$ cat src/rtl/modulo_arbitro_buffer_rolhas_if.sv
// Request/status bundle between the cork-buffer arbiter and its
// requesters and display/MEF consumers.
interface modulo_arbitro_buffer_rolhas_if;
  logic       start_stop;
  logic       req_op;
  logic [6:0] op_qtd;
  logic       req_tr;
  logic       consume;
  logic [6:0] buf_sec;
  logic [4:0] buf_pri;
  logic       gnt_op;
  logic       gnt_tr;
  logic       done;
  logic       ovf_err;
  logic       sec_vazio;
  logic       pri_vazio;
  logic [1:0] estado;

  modport master (
    output start_stop,
    output req_op,
    output op_qtd,
    output req_tr,
    output consume,
    input  buf_sec,
    input  buf_pri,
    input  gnt_op,
    input  gnt_tr,
    input  done,
    input  ovf_err,
    input  sec_vazio,
    input  pri_vazio,
    input  estado
  );

  modport slave (
    input  start_stop,
    input  req_op,
    input  op_qtd,
    input  req_tr,
    input  consume,
    output buf_sec,
    output buf_pri,
    output gnt_op,
    output gnt_tr,
    output done,
    output ovf_err,
    output sec_vazio,
    output pri_vazio,
    output estado
  );
endinterface

$ cat src/rtl/modulo_arbitro_buffer_rolhas.sv
// Cork-buffer arbiter: round-robin between operator loads and
// secondary-to-main transfers, owning both buffer counters.
module modulo_arbitro_buffer_rolhas #(
  parameter int SEC_MAX  = 99,
  parameter int PRI_MAX  = 31,
  parameter int TRANSFER = 20
) (
  input  logic clk,
  input  logic clr,
  modulo_arbitro_buffer_rolhas_if.slave bus
);

  typedef enum logic [1:0] {
    S_IDLE   = 2'b00,
    S_CARGA  = 2'b01,
    S_TRANSF = 2'b10,
    S_FIM    = 2'b11
  } state_t;

  localparam logic [7:0] SEC_LIM = 8'(SEC_MAX);
  localparam logic [4:0] PRI_LIM = 5'(PRI_MAX);
  localparam logic [6:0] TR_LEN  = 7'(TRANSFER);

  state_t     r_state;
  state_t     w_state_nx;
  logic [6:0] r_buf_sec;
  logic [6:0] w_sec_nx;
  logic [4:0] r_buf_pri;
  logic [4:0] w_pri_nx;
  logic [6:0] r_qtd;
  logic [6:0] w_qtd_nx;
  logic [6:0] r_cnt;
  logic [6:0] w_cnt_nx;
  logic       r_rej;
  logic       w_rej_nx;
  logic       r_last;
  logic       w_last_nx;
  logic       r_pend_op;
  logic       w_pend_op_nx;
  logic       r_pend_tr;
  logic       w_pend_tr_nx;
  logic       r_req_op_d;
  logic       r_req_tr_d;

  logic       w_run;
  logic       w_edge_op;
  logic       w_edge_tr;
  logic       w_take_op;
  logic       w_take_tr;
  logic       w_move;
  logic       w_cons;
  logic [7:0] w_sum;
  logic       w_fit;

  assign w_run     = bus.start_stop;
  assign w_edge_op = bus.req_op & ~r_req_op_d;
  assign w_edge_tr = bus.req_tr & ~r_req_tr_d;
  assign w_sum     = {1'b0, r_buf_sec}
                   + {1'b0, bus.op_qtd};
  assign w_fit     = (w_sum <= SEC_LIM);

  assign w_move = w_run
                & (r_state == S_TRANSF)
                & (r_buf_sec != 7'd0)
                & (r_buf_pri != PRI_LIM);

  // A cork moved in and consumed the same cycle nets to zero on the main buffer
  assign w_cons = w_run & bus.consume
                & ((r_buf_pri != 5'd0) | w_move);

  // r_last=1 means transfer was served last; a tie goes to the other side
  always_comb begin
    w_take_op = 1'b0;
    w_take_tr = 1'b0;
    if (w_run && r_state == S_IDLE) begin
      unique case (1'b1)
        (r_pend_op && !r_pend_tr): w_take_op = 1'b1;
        (r_pend_tr && !r_pend_op): w_take_tr = 1'b1;
        (r_pend_op && r_pend_tr): begin
          w_take_op = r_last;
          w_take_tr = ~r_last;
        end
        default: w_take_op = 1'b0;
      endcase
    end
  end

  always_comb begin
    w_pend_op_nx = 1'b0;
    w_pend_tr_nx = 1'b0;
    if (w_run) begin
      w_pend_op_nx = ~w_take_op
                   & (r_pend_op | w_edge_op);
      w_pend_tr_nx = ~w_take_tr
                   & (r_pend_tr | w_edge_tr);
    end
  end

  always_comb begin
    w_sec_nx = r_buf_sec;
    if (w_run && r_state == S_CARGA)
      w_sec_nx = r_buf_sec + 7'd1;
    if (w_move)
      w_sec_nx = r_buf_sec - 7'd1;
    unique case ({w_move, w_cons})
      2'b10:   w_pri_nx = r_buf_pri + 5'd1;
      2'b01:   w_pri_nx = r_buf_pri - 5'd1;
      default: w_pri_nx = r_buf_pri;
    endcase
  end

  always_comb begin
    w_state_nx = r_state;
    w_qtd_nx   = r_qtd;
    w_cnt_nx   = r_cnt;
    w_rej_nx   = r_rej;
    w_last_nx  = r_last;
    if (!w_run) begin
      w_state_nx = S_IDLE;
      w_rej_nx   = 1'b0;
    end else begin
      unique case (r_state)
        S_IDLE: begin
          if (w_take_op) begin
            w_qtd_nx  = bus.op_qtd;
            w_cnt_nx  = 7'd0;
            w_last_nx = 1'b0;
            if (!w_fit) begin
              w_state_nx = S_FIM;
              w_rej_nx   = 1'b1;
            end else if (bus.op_qtd == 7'd0) begin
              w_state_nx = S_FIM;
            end else begin
              w_state_nx = S_CARGA;
            end
          end else if (w_take_tr) begin
            w_cnt_nx   = 7'd0;
            w_last_nx  = 1'b1;
            w_state_nx = S_TRANSF;
          end
        end
        S_CARGA: begin
          w_cnt_nx = r_cnt + 7'd1;
          if (r_cnt + 7'd1 == r_qtd)
            w_state_nx = S_FIM;
        end
        S_TRANSF: begin
          if (!w_move) begin
            w_state_nx = S_FIM;
          end else begin
            w_cnt_nx = r_cnt + 7'd1;
            if (r_cnt + 7'd1 == TR_LEN
                || r_buf_sec == 7'd1
                || w_pri_nx == PRI_LIM)
              w_state_nx = S_FIM;
          end
        end
        S_FIM: begin
          w_state_nx = S_IDLE;
          w_rej_nx   = 1'b0;
        end
        default: w_state_nx = S_IDLE;
      endcase
    end
  end

  always_ff @(posedge clk or negedge clr) begin
    if (!clr) begin
      r_state    <= S_IDLE;
      r_buf_sec  <= 7'd0;
      r_buf_pri  <= 5'd0;
      r_qtd      <= 7'd0;
      r_cnt      <= 7'd0;
      r_rej      <= 1'b0;
      r_last     <= 1'b0;
      r_pend_op  <= 1'b0;
      r_pend_tr  <= 1'b0;
      r_req_op_d <= 1'b0;
      r_req_tr_d <= 1'b0;
    end else begin
      r_state    <= w_state_nx;
      r_buf_sec  <= w_sec_nx;
      r_buf_pri  <= w_pri_nx;
      r_qtd      <= w_qtd_nx;
      r_cnt      <= w_cnt_nx;
      r_rej      <= w_rej_nx;
      r_last     <= w_last_nx;
      r_pend_op  <= w_pend_op_nx;
      r_pend_tr  <= w_pend_tr_nx;
      r_req_op_d <= bus.req_op;
      r_req_tr_d <= bus.req_tr;
    end
  end

  assign bus.buf_sec   = r_buf_sec;
  assign bus.buf_pri   = r_buf_pri;
  assign bus.gnt_op    = (r_state == S_CARGA);
  assign bus.gnt_tr    = (r_state == S_TRANSF);
  assign bus.done      = (r_state == S_FIM);
  assign bus.ovf_err   = (r_state == S_FIM) & r_rej;
  assign bus.sec_vazio = (r_buf_sec == 7'd0);
  assign bus.pri_vazio = (r_buf_pri == 5'd0);
  assign bus.estado    = r_state;

endmodule

$ cat src/flat_wrapper.sv
// flat-port wrapper written by rule: the top's interface ports become plain ports
module modulo_arbitro_buffer_rolhas_flat 
#(
  parameter int SEC_MAX  = 99,
  parameter int PRI_MAX  = 31,
  parameter int TRANSFER = 20
)
  (clk, clr, bus_start_stop, bus_req_op, bus_op_qtd, bus_req_tr, bus_consume, bus_buf_sec, bus_buf_pri, bus_gnt_op, bus_gnt_tr, bus_done, bus_ovf_err, bus_sec_vazio, bus_pri_vazio, bus_estado);
  modulo_arbitro_buffer_rolhas_if bus_i ();
  input  logic clk;
  input  logic clr;
  input wire logic [$bits(bus_i.start_stop)-1:0] bus_start_stop;
  input wire logic [$bits(bus_i.req_op)-1:0] bus_req_op;
  input wire logic [$bits(bus_i.op_qtd)-1:0] bus_op_qtd;
  input wire logic [$bits(bus_i.req_tr)-1:0] bus_req_tr;
  input wire logic [$bits(bus_i.consume)-1:0] bus_consume;
  output wire logic [$bits(bus_i.buf_sec)-1:0] bus_buf_sec;
  output wire logic [$bits(bus_i.buf_pri)-1:0] bus_buf_pri;
  output wire logic [$bits(bus_i.gnt_op)-1:0] bus_gnt_op;
  output wire logic [$bits(bus_i.gnt_tr)-1:0] bus_gnt_tr;
  output wire logic [$bits(bus_i.done)-1:0] bus_done;
  output wire logic [$bits(bus_i.ovf_err)-1:0] bus_ovf_err;
  output wire logic [$bits(bus_i.sec_vazio)-1:0] bus_sec_vazio;
  output wire logic [$bits(bus_i.pri_vazio)-1:0] bus_pri_vazio;
  output wire logic [$bits(bus_i.estado)-1:0] bus_estado;
  assign bus_i.start_stop = bus_start_stop;
  assign bus_i.req_op = bus_req_op;
  assign bus_i.op_qtd = bus_op_qtd;
  assign bus_i.req_tr = bus_req_tr;
  assign bus_i.consume = bus_consume;
  assign bus_buf_sec = bus_i.buf_sec;
  assign bus_buf_pri = bus_i.buf_pri;
  assign bus_gnt_op = bus_i.gnt_op;
  assign bus_gnt_tr = bus_i.gnt_tr;
  assign bus_done = bus_i.done;
  assign bus_ovf_err = bus_i.ovf_err;
  assign bus_sec_vazio = bus_i.sec_vazio;
  assign bus_pri_vazio = bus_i.pri_vazio;
  assign bus_estado = bus_i.estado;
  modulo_arbitro_buffer_rolhas #(.SEC_MAX(SEC_MAX), .PRI_MAX(PRI_MAX), .TRANSFER(TRANSFER)) u_core (.clk(clk), .clr(clr), .bus(bus_i));
endmodule
$ cat config.mk
export PLATFORM = sky130hd
export DESIGN_NAME = modulo_arbitro_buffer_rolhas_flat
export DESIGN_NICKNAME = d
export VERILOG_FILES = /design/src/rtl/modulo_arbitro_buffer_rolhas_if.sv /design/src/rtl/modulo_arbitro_buffer_rolhas.sv /design/src/flat_wrapper.sv
export SDC_FILE = /design/constraint.sdc
export NUM_CORES = 1
export LEC_CHECK = 0
export ABC_AREA = 1
export BUFFER_PORTS_ARGS = -buffer_cell sky130_fd_sc_hd__buf_4
export CORE_ASPECT_RATIO = 2
export CORE_MARGIN = 4
export CORE_UTILIZATION = 46
export DETAILED_ROUTE_END_ITERATION = 8
export PLACE_DENSITY = 0.66
export SYNTH_ARGS = -nofsm -noshare
export SYNTH_HDL_FRONTEND = slang
export SYNTH_SLANG_ARGS = --single-unit
$ cat constraint.sdc
create_clock -name clk -period 5.6 [get_ports clk]
set_input_delay 0 -clock clk [delete_from_list [all_inputs] [get_ports clk]]
set_output_delay 0 -clock clk [all_outputs]
set_load 0.01 [all_outputs]
; ---- Word level (Yosys, flattened, before mapping)
; Cells that the tools add are included.
[totals]
word_cells = 105
ff_bits = 34
input_bits = 13
out_inout_bits = 20
[classes]
add_sub_neg = 6
eq_ne = 18
n_mux = 28
order_cmp = 1
reduce_logical = 23
n_bitwise = 18
[op_table]
columns = op, n
row1 = $mux W7, 5
row2 = $pmux W7 S3, 1
row3 = $mux W2, 8
row4 = $add A7 B1 Y7 const B, 2
row5 = $logic_not A7 Y1, 2
row6 = $reduce_and A3 Y1, 4
row7 = $and A1 B1 Y1, 10
row8 = $pmux W5 S2, 1
row9 = $mux W1, 9
row10 = $add A7 B7 Y8, 1
row11 = $le A8 B7 Y1 const B, 1
row12 = $pmux W2 S4, 1
row13 = $eq A7 B1 Y1 const B, 1
row14 = $eq A7 B5 Y1 const B, 1
row15 = $eq A7 B7 Y1, 1
row16 = $reduce_bool A7 Y1, 1
row17 = $sub A7 B1 Y7 const B, 1
row18 = $eq A2 B2 Y1 const B, 3
row19 = $ne A3 B1 Y1 const B, 2
row20 = $ne A3 B2 Y1 const B, 2
row21 = $pmux W1 S2, 3
row22 = $add A5 B1 Y5 const B, 1
row23 = $eq A5 B5 Y1 const B, 1
row24 = $logic_and A1 B1 Y1, 5
row25 = other kinds (17), 27

; ---- Longest topological paths before layout
; Gate-level depths: netlist (run 1).
[depth]
depth_word = 14
depth_mapped = 21
ltp_nobuf = 20

; ---- Worst setup path after synthesis (run 1)
; No wires, ideal clock.
[synth_timing]
path_type = register to register
from = reg u_core.r_buf_sec[1], in the netlist u_core.bus.buf_sec[1]
to = reg u_core.r_state[0], in the netlist u_core.bus.estado[0]
stages_incl_launch_ff = 19
period_less_slack_ns = 2.815
setup_time_ns = 0.076
n_path_buf = 1
setup_slack_ns = 2.785
arrival_time_ns = 2.739
required_ns = 5.524
cell_sequence = dfrtp_1 inv_1 ha_1 nand2_2 nor2_2 nand2_2 nand3_4 buf_8 a21oi_1 ha_1 fa_1 xor2_1 a21boi_0 nor2_1 nand3_1 nand2_1 nand3_2 nand2_1 o21ai_1
[synth_via]
elab_chain_len = 11
word_cells_on_any_way = 21
classes_between = add/sub (1) / order compare (1) / eq/ne (5) / mux (6) / bitwise (4) / reduce/logical (4)
[synth_lines]
columns = item, line
row1 = from (decl), modulo_arbitro_buffer_rolhas.sv:26  ; logic [6:0] r_buf_sec;
row2 = from (signal assigned), modulo_arbitro_buffer_rolhas.sv:182  ; r_buf_sec <= w_sec_nx;
row3 = "parallel branches: the longest is 11 deep, another holds $add A7 B7 Y8", --
row4 = to (signal assigned), modulo_arbitro_buffer_rolhas.sv:181  ; r_state <= w_state_nx;
row5 = to (decl), modulo_arbitro_buffer_rolhas.sv:24  ; state_t r_state;
; Parallel ways; which one is timed is not known.
; A chain may end at the register's enable or synchronous reset.

; ---- Final worst setup path (run 1)
[layout_timing]
from = reg u_core.r_buf_sec[1], in the netlist u_core.bus.buf_sec[1]
to = reg u_core.r_state[1], in the netlist u_core.bus.estado[1]
[layout_via]
elab_chain_len = 11
word_cells_on_any_way = 21
classes_between = add/sub (1) / order compare (1) / eq/ne (5) / mux (6) / bitwise (4) / reduce/logical (4)
[layout_lines]
columns = item, line
row1 = $reduce_bool A7 Y1 *, modulo_arbitro_buffer_rolhas.sv:64  ; & (r_buf_sec != 7'd0)
row2 = $and A1 B1 Y1 *, modulo_arbitro_buffer_rolhas.sv:64
row3 = $and A1 B1 Y1 *, modulo_arbitro_buffer_rolhas.sv:65  ; & (r_buf_pri != PRI_LIM);
row4 = $or A1 B1 Y1, modulo_arbitro_buffer_rolhas.sv:69  ; & ((r_buf_pri != 5'd0) | w_move);
row5 = $and A1 B1 Y1, modulo_arbitro_buffer_rolhas.sv:69
row6 = $eq A2 B1 Y1 / $eq A2 B2 Y1 (equally long branches), modulo_arbitro_buffer_rolhas.sv:105  ; unique case ({w_move, w_cons})
row7 = $pmux W5 S2 *, modulo_arbitro_buffer_rolhas.sv:105
row8 = via u_core.w_pri_nx[3], modulo_arbitro_buffer_rolhas.sv:29  ; logic [4:0] w_pri_nx;
row9 = $eq A5 B5 Y1 *, modulo_arbitro_buffer_rolhas.sv:154  ; || w_pri_nx == PRI_LIM)
row10 = $logic_or A1 B1 Y1 *, modulo_arbitro_buffer_rolhas.sv:154
row11 = $ne A4 B4 Y1 (no line) *, --
row12 = $reduce_and A3 Y1 (no line) *, --
; Mark *: on every way through the listed nets, which the timed path passes. The rest lies on a longest branch.

==> impl_metrics.ini, run 1 <==
[outcome]
run_status = finished clean

[floorplan]
die-area_um2 = 6795
die_h_um = 112.6
start_util_pct = 48.15
core.rowCount = 37
num_io_pins = 33
die_x_um = 60.32
core_um2 = 5231

[setup_path]
cp.arrival_ns = 3.18
ff2ff_setup_slack_ns = 2.59
required_ns = 5.77
cp_slowest_stage_delay_ns = 0.46
crit_path_top_delay_cell = dfrtp_1
rr_startpoint = u_core.bus.buf_sec[1]
critPathKind = flop to flop
cp-start-kind = flop
timing.critical_path.mode_cell = nand2_1
cp-end-kind = flop
rr_worst_depth = 19
cp_max_fo = 13
worstPathCellList = inv_1 > ha_1 > nand2_2 > nor2_2 > nand2_2 > nand3_4 > a21oi_1 > ha_1 > ha_1 > a21oi_1 > nand2_1 > nand2_1 > nand3_1 > nand2_1 > nand3_1 > nand2_1 > nand3_2 > nand2_1 > o21ai_1
timing.rr.end = u_core.bus.estado[1]

[synthesis]
yosysSeqAreaShare_pct = 33.78
syn_nets = 369
syn_avg_cell_area_um2 = 7.541
synth_top_area_share_pct = 33.78
synth_seq_cells = 34
yosys-top-cells-area = dfrtp_1 (34%), nand2_1 (15%), ha_1 (9.9%)
synth_cell_type_count = 35
synth_top_area_cell = dfrtp_1
netlist_area_um2 = 2519
yosys_warnings = 0
netlist_instances = 334

[global_routing]
use_met3_pct = 2.532
top_usage_layer = met2
grt_pass1_vias = 2303
grt-ovfl-total = 0
use_met1_pct = 22.21
grt_pass1_wl_um = 10540
grt_max_degree = 35
antenna_found_initial = 0
use_met2_pct = 36.27
grt_util_all_layers_pct = 20.09

[timing]
maxSlewViolCount = 0
setup_viol = 0
grt_setup_unrepaired = no
max_freq_ghz = 0.3326
fin_crit_sh_pct = 53.69
skew_ns = 0.006081
hold_viol_final = 0
tns_ns = 0
min_period_ns = 3.007
tightest_slew_ns = 0.5172
relSlewSlack_pct = 65.48

[worst_hold_path]
hold_class = input pin to flop
hold_path_depth = 3
whs_endpoint = u_core.r_pend_tr
min_from = bus_start_stop

[clocking]
ctsHoldBuffers = 10
cts-root-buf = clkbuf_8
clk_path_buf_depth = 2
clock_sinks = 34
cts_tree = built
htree_levels = 2
numCtsBuffers = 5
insertion_delay_ns = 0.29
postCtsResizedCells = 0
clk_pin_slew_ns = 0.07
postCtsSetupBuffers = 0

[layout]
n_antenna_cell = 0
nFillCells = 512
drive_gt1_share_pct = 16.62
syn2layout_area_growth_pct = 18.68
nNetsFinal = 413
post-route-util_pct = 57.14

[route]
wl_per_cell_um = 13.75
vias_per_cell = 5.227
wirelength_um = 6010
antenna_left = 0
route.vias.total = 2284
drtIter0Drc = 80
drc = 0
dr.pass1.iters = 4

[power_and_ir_drop]
power_density_nw_per_um2 = 502.4
peakVddDrop_uv = 326.0
p_leak_nw = 1.555
total_power_mw = 1.502

[placed_design]
port_buffers = 32
dpl.hpwl_um = 4846
gp_routability_congestion = 0.8820

[run]
cap_violations = 0
-- logic make-up (layout without fill, tap and decap cells) --
group,Yosys count,in the layout,synth area share (%)
XOR/XNOR,15,15,5.216
adder cells (fa/ha/maj),22,22,11.53
AO/OA/AOI/OAI,36,36,9.091
flip-flops,34,34,33.78
AND/OR/NAND/NOR,180,180,32.79
buffers and inverters,47,92,7.600
-- where the power goes --
part	total, mW	internal, mW	switching [mW]	leakage (nW)
Clock	0.189	0.0992	0.0898	0.0482
Sequential	0.484	0.341	0.143	0.431
Combinational	0.829	0.355	0.474	1.08
-- placed cells by master (no fill, tap or decap), drive strengths merged --
cell | Yosys | routed
nor3b | 1 | 1
a21boi | 1 | 1
nor2 | 21 | 21
o22ai | 5 | 5
o31ai | 3 | 3
clkbuf | 1 | 7
fa | 2 | 2
nand3b | 5 | 5
nand3 | 33 | 33
a21oi | 15 | 15
dfrtp | 34 | 34
ha | 20 | 20
buf | 4 | 32
a22o | 1 | 1
dlygate4sd3 | 0 | 10
o21ai | 11 | 11
nand4 | 6 | 6
nand2 | 106 | 106
nor3 | 5 | 5
nor4 | 2 | 2
xor2 | 8 | 8
clkinv | 0 | 1
or2 | 1 | 1
inv | 42 | 42
xnor2 | 7 | 7
-- flip-flops by register name, indices dropped and copies added (netlist names) --
signal and flops:
u_core.bus.buf_sec 7, u_core.r_cnt 7, u_core.r_req_op_d 1, u_core.r_req_tr_d 1
u_core.r_pend_tr 1, u_core.r_last 1, u_core.r_qtd 7, u_core.r_pend_op 1
u_core.bus.buf_pri 5, u_core.r_rej 1, u_core.bus.estado 2
-- routing by layer --
layer / share of wire [%] / vias up
met2: 54 / 50
met4: 3.3 / 0
li1: - / 1181
met5: 0 / -
met1: 40 / 1036
met3: 3.0 / 17
-- Yosys cell counts, drive strengths merged --
cell    instances
clkbuf          1
fa              2
o22ai           5
or2             1
ha             20
nor2           21
xor2            8
dfrtp          34
o31ai           3
o21ai          11
nand3          33
a22o            1
nor4            2
xnor2           7
nor3b           1
inv            42
a21boi          1
nand4           6
nand3b          5
nand2         106
buf             4
nor3            5
a21oi          15
-- cell type report --
class | count | area (um^2) | area share, %
Clock buffer | 7 | 86.33 | 2.888
Tap cell | 58 | 72.57 | 2.428
Multi-Input combinational cell | 253 | 1476 | 49.39
Timing Repair Buffer | 42 | 340.3 | 11.39
Sequential cell | 34 | 850.8 | 28.46
Inverter | 42 | 157.7 | 5.274
Clock inverter | 1 | 5.005 | 0.1674
-- critical path: cells and delay by family (launching register included) --
kind	cells	cell delay (ns)
buf+inv	1	0.14
fa+ha+maj	3	0.88
flops	1	0.46
compound gates	3	0.43
simple gates	12	0.97
-- worst max-delay path by stage --
stage	depth (start not counted)	end	slack (ns)	from
5_1_grt	19	u_core.bus.estado[1]	2.14	u_core.bus.buf_sec[1]
3_3_place_gp	17	u_core.bus.estado[0]	2.74	u_core.bus.buf_sec[1]
3_5_place_dp	19	u_core.bus.estado[1]	2.59	u_core.bus.buf_sec[1]
6_report	19	u_core.bus.estado[1]	2.59	u_core.bus.buf_sec[1]
4_1_cts	19	u_core.bus.estado[1]	2.58	u_core.bus.buf_sec[1]
2_1_floorplan	18	u_core.bus.estado[0]	2.79	u_core.bus.buf_sec[1]
-- through the flow --
| stage | hold slack (ns) | std cells | setup WS, ns | instance area [um^2] |
|---|---|---|---|---|
| 2_1_floorplan | -0.2956 | 334 | 2.785 | 2519 |
| 5_1_grt | 0.05810 | 437 | 2.141 | 2989 |
| 4_1_cts | 0.03667 | 437 | 2.585 | 2989 |
| 3_5_place_dp | -0.01421 | 419 | 2.587 | 2798 |
| 3_3_place_gp | -0.02588 | 419 | 2.735 | 2798 |
| 6_report | 0.03743 | 437 | 2.593 | 2989 |
No activity file was read; power rests on OpenSTA's default activity.
==> inputs of run 2 (changes only) <==
--- a/config.mk
+++ b/config.mk
@@ -11,7 +11,7 @@
 export CORE_MARGIN = 4
 export CORE_UTILIZATION = 46
 export DETAILED_ROUTE_END_ITERATION = 8
-export PLACE_DENSITY = 0.66
+export PLACE_DENSITY = 0.68
 export SYNTH_ARGS = -nofsm -noshare
 export SYNTH_HDL_FRONTEND = slang
 export SYNTH_SLANG_ARGS = --single-unit
==> constraint.sdc (replaced) <==
create_clock -name clk -period 2.7 [get_ports clk]
set_input_delay 0 -clock clk [delete_from_list [all_inputs] [get_ports clk]]
set_output_delay 0 -clock clk [all_outputs]
set_load 0.01 [all_outputs]
==> impl_metrics.ini, run 2 (synthesis gave the netlist of run 1 again) <==
[global_routing]
grt-ovfl-total = 0
grt_pass1_wl_um = 10520
grt_util_all_layers_pct = 20.20
antenna_found_initial = 0
grt_pass1_vias = 2330
grt_max_degree = 35

[placed_design]
port_buffers = 32
gp_routability_congestion = 0.8840
dpl.hpwl_um = 4896
dp_cells = 431
place_area_um2 = 2893

[route]
wirelength_um = 6533
antenna_left = 0
drc = 0
wl_per_cell_um = 14.33
dr.pass1.iters = 4
route.vias.total = 2410
drtIter0Drc = 133
vias_per_cell = 5.285

[timing]
hold_viol_final = 0
maxSlewViolCount = 0
max_freq_ghz = 0.3819
min_period_ns = 2.619
skew_ns = 0.007314
relSlewSlack_pct = 68.46
setup_viol = 0
grt_setup_unrepaired = yes
tightest_slew_ns = 0.4731
fin_crit_sh_pct = 96.98

[floorplan]
core_um2 = 5231
die_x_um = 60.32
core.rowCount = 37
die_h_um = 112.6
die-area_um2 = 6795
start_util_pct = 48.15
num_io_pins = 33

[setup_path]
cp_slowest_stage_delay_ns = 0.54
worstSetupPathDepth = 14
cp_max_fo = 6
crit_buf_inv = 0
rr_worst_depth = 14
timing.rr.end = u_core.bus.estado[0]
timing.critical_path.mode_cell = nand2_1
worstPathCellList = nor3_1 > nor3b_4 > a21oi_4 > ha_4 > fa_2 > nand2_2 > nand2_2 > nand2_1 > nor2_1 > nand3_1 > nand2_1 > nand3_2 > nand2_1 > o21ai_1
crit_start = u_core.bus.buf_pri[3]
ff2ff_setup_slack_ns = 0.08
cp-start-kind = flop
crit_end = u_core.bus.estado[0]
cp-end-kind = flop
critPathKind = flop to flop
cp.arrival_ns = 2.80
critical-path-top-delay-family = simple AND/OR/NAND/NOR gates
rr_startpoint = u_core.bus.buf_pri[3]
required_ns = 2.88
crit_path_top_delay_cell = fa_2

[layout]
final_cell_mix = nand2_1 (98), buf_4 (51), inv_1 (36)
nNetsFinal = 432
drive_gt1_share_pct = 25.38
syn2layout_area_growth_pct = 29.21
finalNonFillerCells = 456
n_antenna_cell = 0
stdcell_area_um2 = 3254
layout_commonest_cell = nand2_1

[outcome]
run_status = finished clean

[clocking]
htree_levels = 2
clk_path_buf_depth = 2
numCtsBuffers = 5
cts-root-buf = clkbuf_8
clk_pin_slew_ns = 0.08
cts_tree = built
clock_sinks = 34
insertion_delay_ns = 0.29

[worst_hold_path]
hold_class = input pin to flop
min_from = bus_start_stop

[power_and_ir_drop]
peakVddDrop_uv = 785.6
power_density_nw_per_um2 = 1080
p_leak_nw = 1.656

[run]
cap_violations = 0
[run 2: power by group]
group	internal [mW]	total [mW]	switching (mW)
combinational	0.982	2.19	1.20
clock	0.205	0.406	0.201
sequential	0.712	0.924	0.212
[run 2: worst min-delay path by stage]
stage                                       end  cells past startpoint
after floorplan           u_core.bus.buf_pri[0]                      0
after global placement    u_core.bus.buf_sec[6]                      1
after detailed placement  u_core.bus.buf_sec[6]                      1
after CTS                      u_core.r_pend_op                      3
after global routing           u_core.r_pend_op                      3
final                          u_core.r_pend_op                      3
[run 2: per-layer routing]
layer	part of all wire, %	GRT usage, %	routed length, um
met2	58	38.29	3767
met4	2.9	8.432	187
met1	37	20.39	2434
met5	0	0	0
met3	2.2	2.992	144
[run 2: what timing repair did]
| item | CTS | global route |
|---|---|---|
| buffers inserted | 0 | 7 |
| endpoints found under the hold margin | 43 | 0 |
| hold buffers | 10 | 0 |
| setup endpoints to repair | 0 | 2 |
| gates resized for setup | 0 | 24 |
[run 2: final cells by class]
| cell class | instances | area, um^2 |
|---|---|---|
| inverters | 42 | 162.7 |
| clock inverters | 2 | 12.51 |
| multi-input cells | 253 | 1587 |
| well taps | 58 | 72.57 |
| clock buffers | 6 | 82.58 |
| flip-flops and latches | 34 | 854.6 |
| repair buffers | 61 | 483.0 |
| fillers | 467 | 1977 |
[run 2: worst reg2reg max path: cells and delay by family (launching register included)]
family	cells	cell delay, ns
AND/OR/NAND/NOR	10	1.15
adder cells (fa/ha/maj)	2	0.75
AO/OA/AOI/OAI	2	0.15
flip-flops	1	0.46
[run 2: metrics by stage]
stage | power (mW) | worst slack [ns] | TNS [ns] | util, % | hold slack [ns]
2_1_floorplan | 2.194 | 0.01180 | 0 | - | -0.2956
3_3_place_gp | 2.819 | 0.1309 | 0 | 55.30 | -0.01931
3_5_place_dp | 2.856 | 0.06791 | 0 | 55.30 | -0.01553
4_1_cts | 3.285 | 0.06312 | 0 | 59.03 | 0.04553
5_1_grt | 3.822 | -0.07417 | -0.1353 | 62.21 | 0.05197
6_report | 3.516 | 0.08147 | 0 | 62.21 | 0.04760
==> inputs of run 3 (changes only) <==
--- a/config.mk
+++ b/config.mk
@@ -11,7 +11,8 @@
 export CORE_MARGIN = 4
 export CORE_UTILIZATION = 46
 export DETAILED_ROUTE_END_ITERATION = 8
-export PLACE_DENSITY = 0.68
+export PLACE_DENSITY = 0.66
+export SETUP_SLACK_MARGIN = 0.4
 export SYNTH_ARGS = -nofsm -noshare
 export SYNTH_HDL_FRONTEND = slang
 export SYNTH_SLANG_ARGS = --single-unit
==> constraint.sdc (replaced) <==
create_clock -name clk -period 3.1 [get_ports clk]
set_input_delay 0 -clock clk [delete_from_list [all_inputs] [get_ports clk]]
set_output_delay 0 -clock clk [all_outputs]
set_load 0.01 [all_outputs]
==> impl_metrics.ini, run 3 (synthesis gave the netlist of run 1 again) <==
[setup_path]
cp_max_fo = 5
ff2ff_setup_slack_ns = 0.53
required_ns = 3.27
cp-start-kind = flop
cp-end-kind = flop
cp.arrival_ns = 2.74
critPathKind = flop to flop

[layout]
seqCellArea_um2 = 853.3
final_cell_mix = nand2_1 (98), buf_4 (50), inv_1 (36)
post-route-util_pct = 61.54
syn2layout_area_growth_pct = 27.82
nNetsFinal = 431
n_antenna_cell = 0
stdcell_area_um2 = 3219
nFillCells = 489
drive_gt1_share_pct = 24.69
multiInputGateArea_um2 = 1548
layout_commonest_cell = nand2_1

[clocking]
clock_sinks = 34
insertion_delay_ns = 0.28
numCtsBuffers = 5
clk_pin_slew_ns = 0.07
cts_tree = built
cts-root-buf = clkbuf_8
htree_levels = 2
clk_path_buf_depth = 2

[global_routing]
antenna_found_initial = 0
grt_pass1_wl_um = 10510
use_met2_pct = 36.42
top_usage_layer = met2
grt-ovfl-total = 0
use_met1_pct = 20.90
grt_util_all_layers_pct = 20.22
use_met3_pct = 3.337
grt_max_degree = 35
grt_pass1_vias = 2422

[power_and_ir_drop]
peakVddDrop_uv = 608.4
clkPwrFrac_pct = 12.8
switching_share_pct = 45.21
p_leak_nw = 1.657
p_seq_share_pct = 27.4
total_power_mw = 3.003
p_switching_mw = 1.358
power_density_nw_per_um2 = 932.7
p_comb_share_pct = 59.8
intPower_mw = 1.645

[route]
route.vias.total = 2388
drtIter0Drc = 89
vias_per_cell = 5.248
drc = 0
antenna_left = 0
dr.pass1.iters = 4
wirelength_um = 6287
wl_per_cell_um = 13.82

[outcome]
run_status = finished clean

[timing]
hold_viol_final = 0
timing.hold.ws_ns = 0.02801
fin_crit_sh_pct = 83.02
min_period_ns = 2.574
skew_ns = 0.008558
setup_viol = 0
tightest_slew_ns = 0.4470
maxSlewViolCount = 0
relSlewSlack_pct = 70.20
tns_ns = 0
max_freq_ghz = 0.3886
grt_setup_unrepaired = yes

[floorplan]
start_util_pct = 48.15
die-area_um2 = 6795
core.rowCount = 37
die_x_um = 60.32
num_io_pins = 33
core_um2 = 5231
die_h_um = 112.6

[placed_design]
dpl.hpwl_um = 4823
place_area_um2 = 2840
gp_routability_congestion = 0.8744
port_buffers = 32

[worst_hold_path]
hold_class = input pin to flop

[run]
cap_violations = 0
-- run 3: changes by cell type in the layout (fill, tap and decap cells not counted) --
cell / change
ha_2: +2
buf_4: -1
clkinvlp_4: -1
dfrtp_1: +1
ha_4: -3
inv_2: +1
clkinv_2: -1
ha_1: +1
nor3b_2: +1
dfrtp_2: -1
inv_4: -1
clkbuf_8: +2
nor3b_4: -1
-- run 3: path summary, 6_finish.rpt --
check	from	end	cells after the start
max in group asynchronous	clr	u_core.bus.buf_sec[1]	2
worst min register to register	u_core.r_qtd[2]	u_core.r_qtd[2]	2
worst min-delay path	bus_start_stop	u_core.r_pend_tr	3
worst max register to register	u_core.bus.buf_sec[0]	u_core.bus.estado[0]	18
min in group asynchronous	clr	u_core.bus.buf_pri[0]	2
worst max-delay path	u_core.bus.buf_sec[0]	u_core.bus.estado[0]	18
-- run 3: layer usage --
layer / part of all wire (%) / up-vias
met5: 0 / -
met3: 2.7 / 22
met4: 5.3 / 0
met2: 56 / 44
li1: - / 1212
met1: 36 / 1110
-- run 3: critical path, stage by stage (launching register included) --
cell	delay (ns)
dfrtp_2	0.41
inv_2	0.09
ha_4	0.16
nand2_4	0.06
nor2_4	0.12
nand2_2	0.08
nand3_4	0.10
a21oi_4	0.07
ha_4	0.19
fa_2	0.52
nand2_2	0.05
nand2_2	0.07
nand2_1	0.05
nor2_1	0.11
nand3_1	0.08
nand2_1	0.08
nand3_2	0.09
nand2_1	0.07
o21ai_1	0.06
-- run 3: repair_timing --
item,CTS,global route
endpoints found under the setup margin,2,2
endpoints found under the hold margin,43,0
pin swaps,1,7
hold buffers,10,0
resized for setup,3,16
buffers inserted,6,7
-- run 3: area by class of cell --
type | count | area share, %
Multi-Input combinational cell | 253 | 48.08
Sequential cell | 34 | 26.51
Timing Repair Buffer | 60 | 14.77
Inverter | 42 | 4.975
Clock buffer | 8 | 3.420
Tap cell | 58 | 2.254
-- run 3: power by group through the flow --
stage	combinational, mW	sequential (mW)	clock (mW)
floorplan	1.07	0.842	0
global placement	1.57	0.834	0
detailed placement	1.58	0.841	0
CTS	1.67	0.814	0.389
global route	2.03	0.850	0.413
finish	1.80	0.823	0.383
-- run 3: metrics by stage --
step / setup WS (ns) / std cells
after floorplan: 0.4118 / 334
after global placement: 0.3376 / 424
after detailed placement: 0.2112 / 424
after CTS: 0.4598 / 448
after global routing: 0.3423 / 455
final: 0.5265 / 455
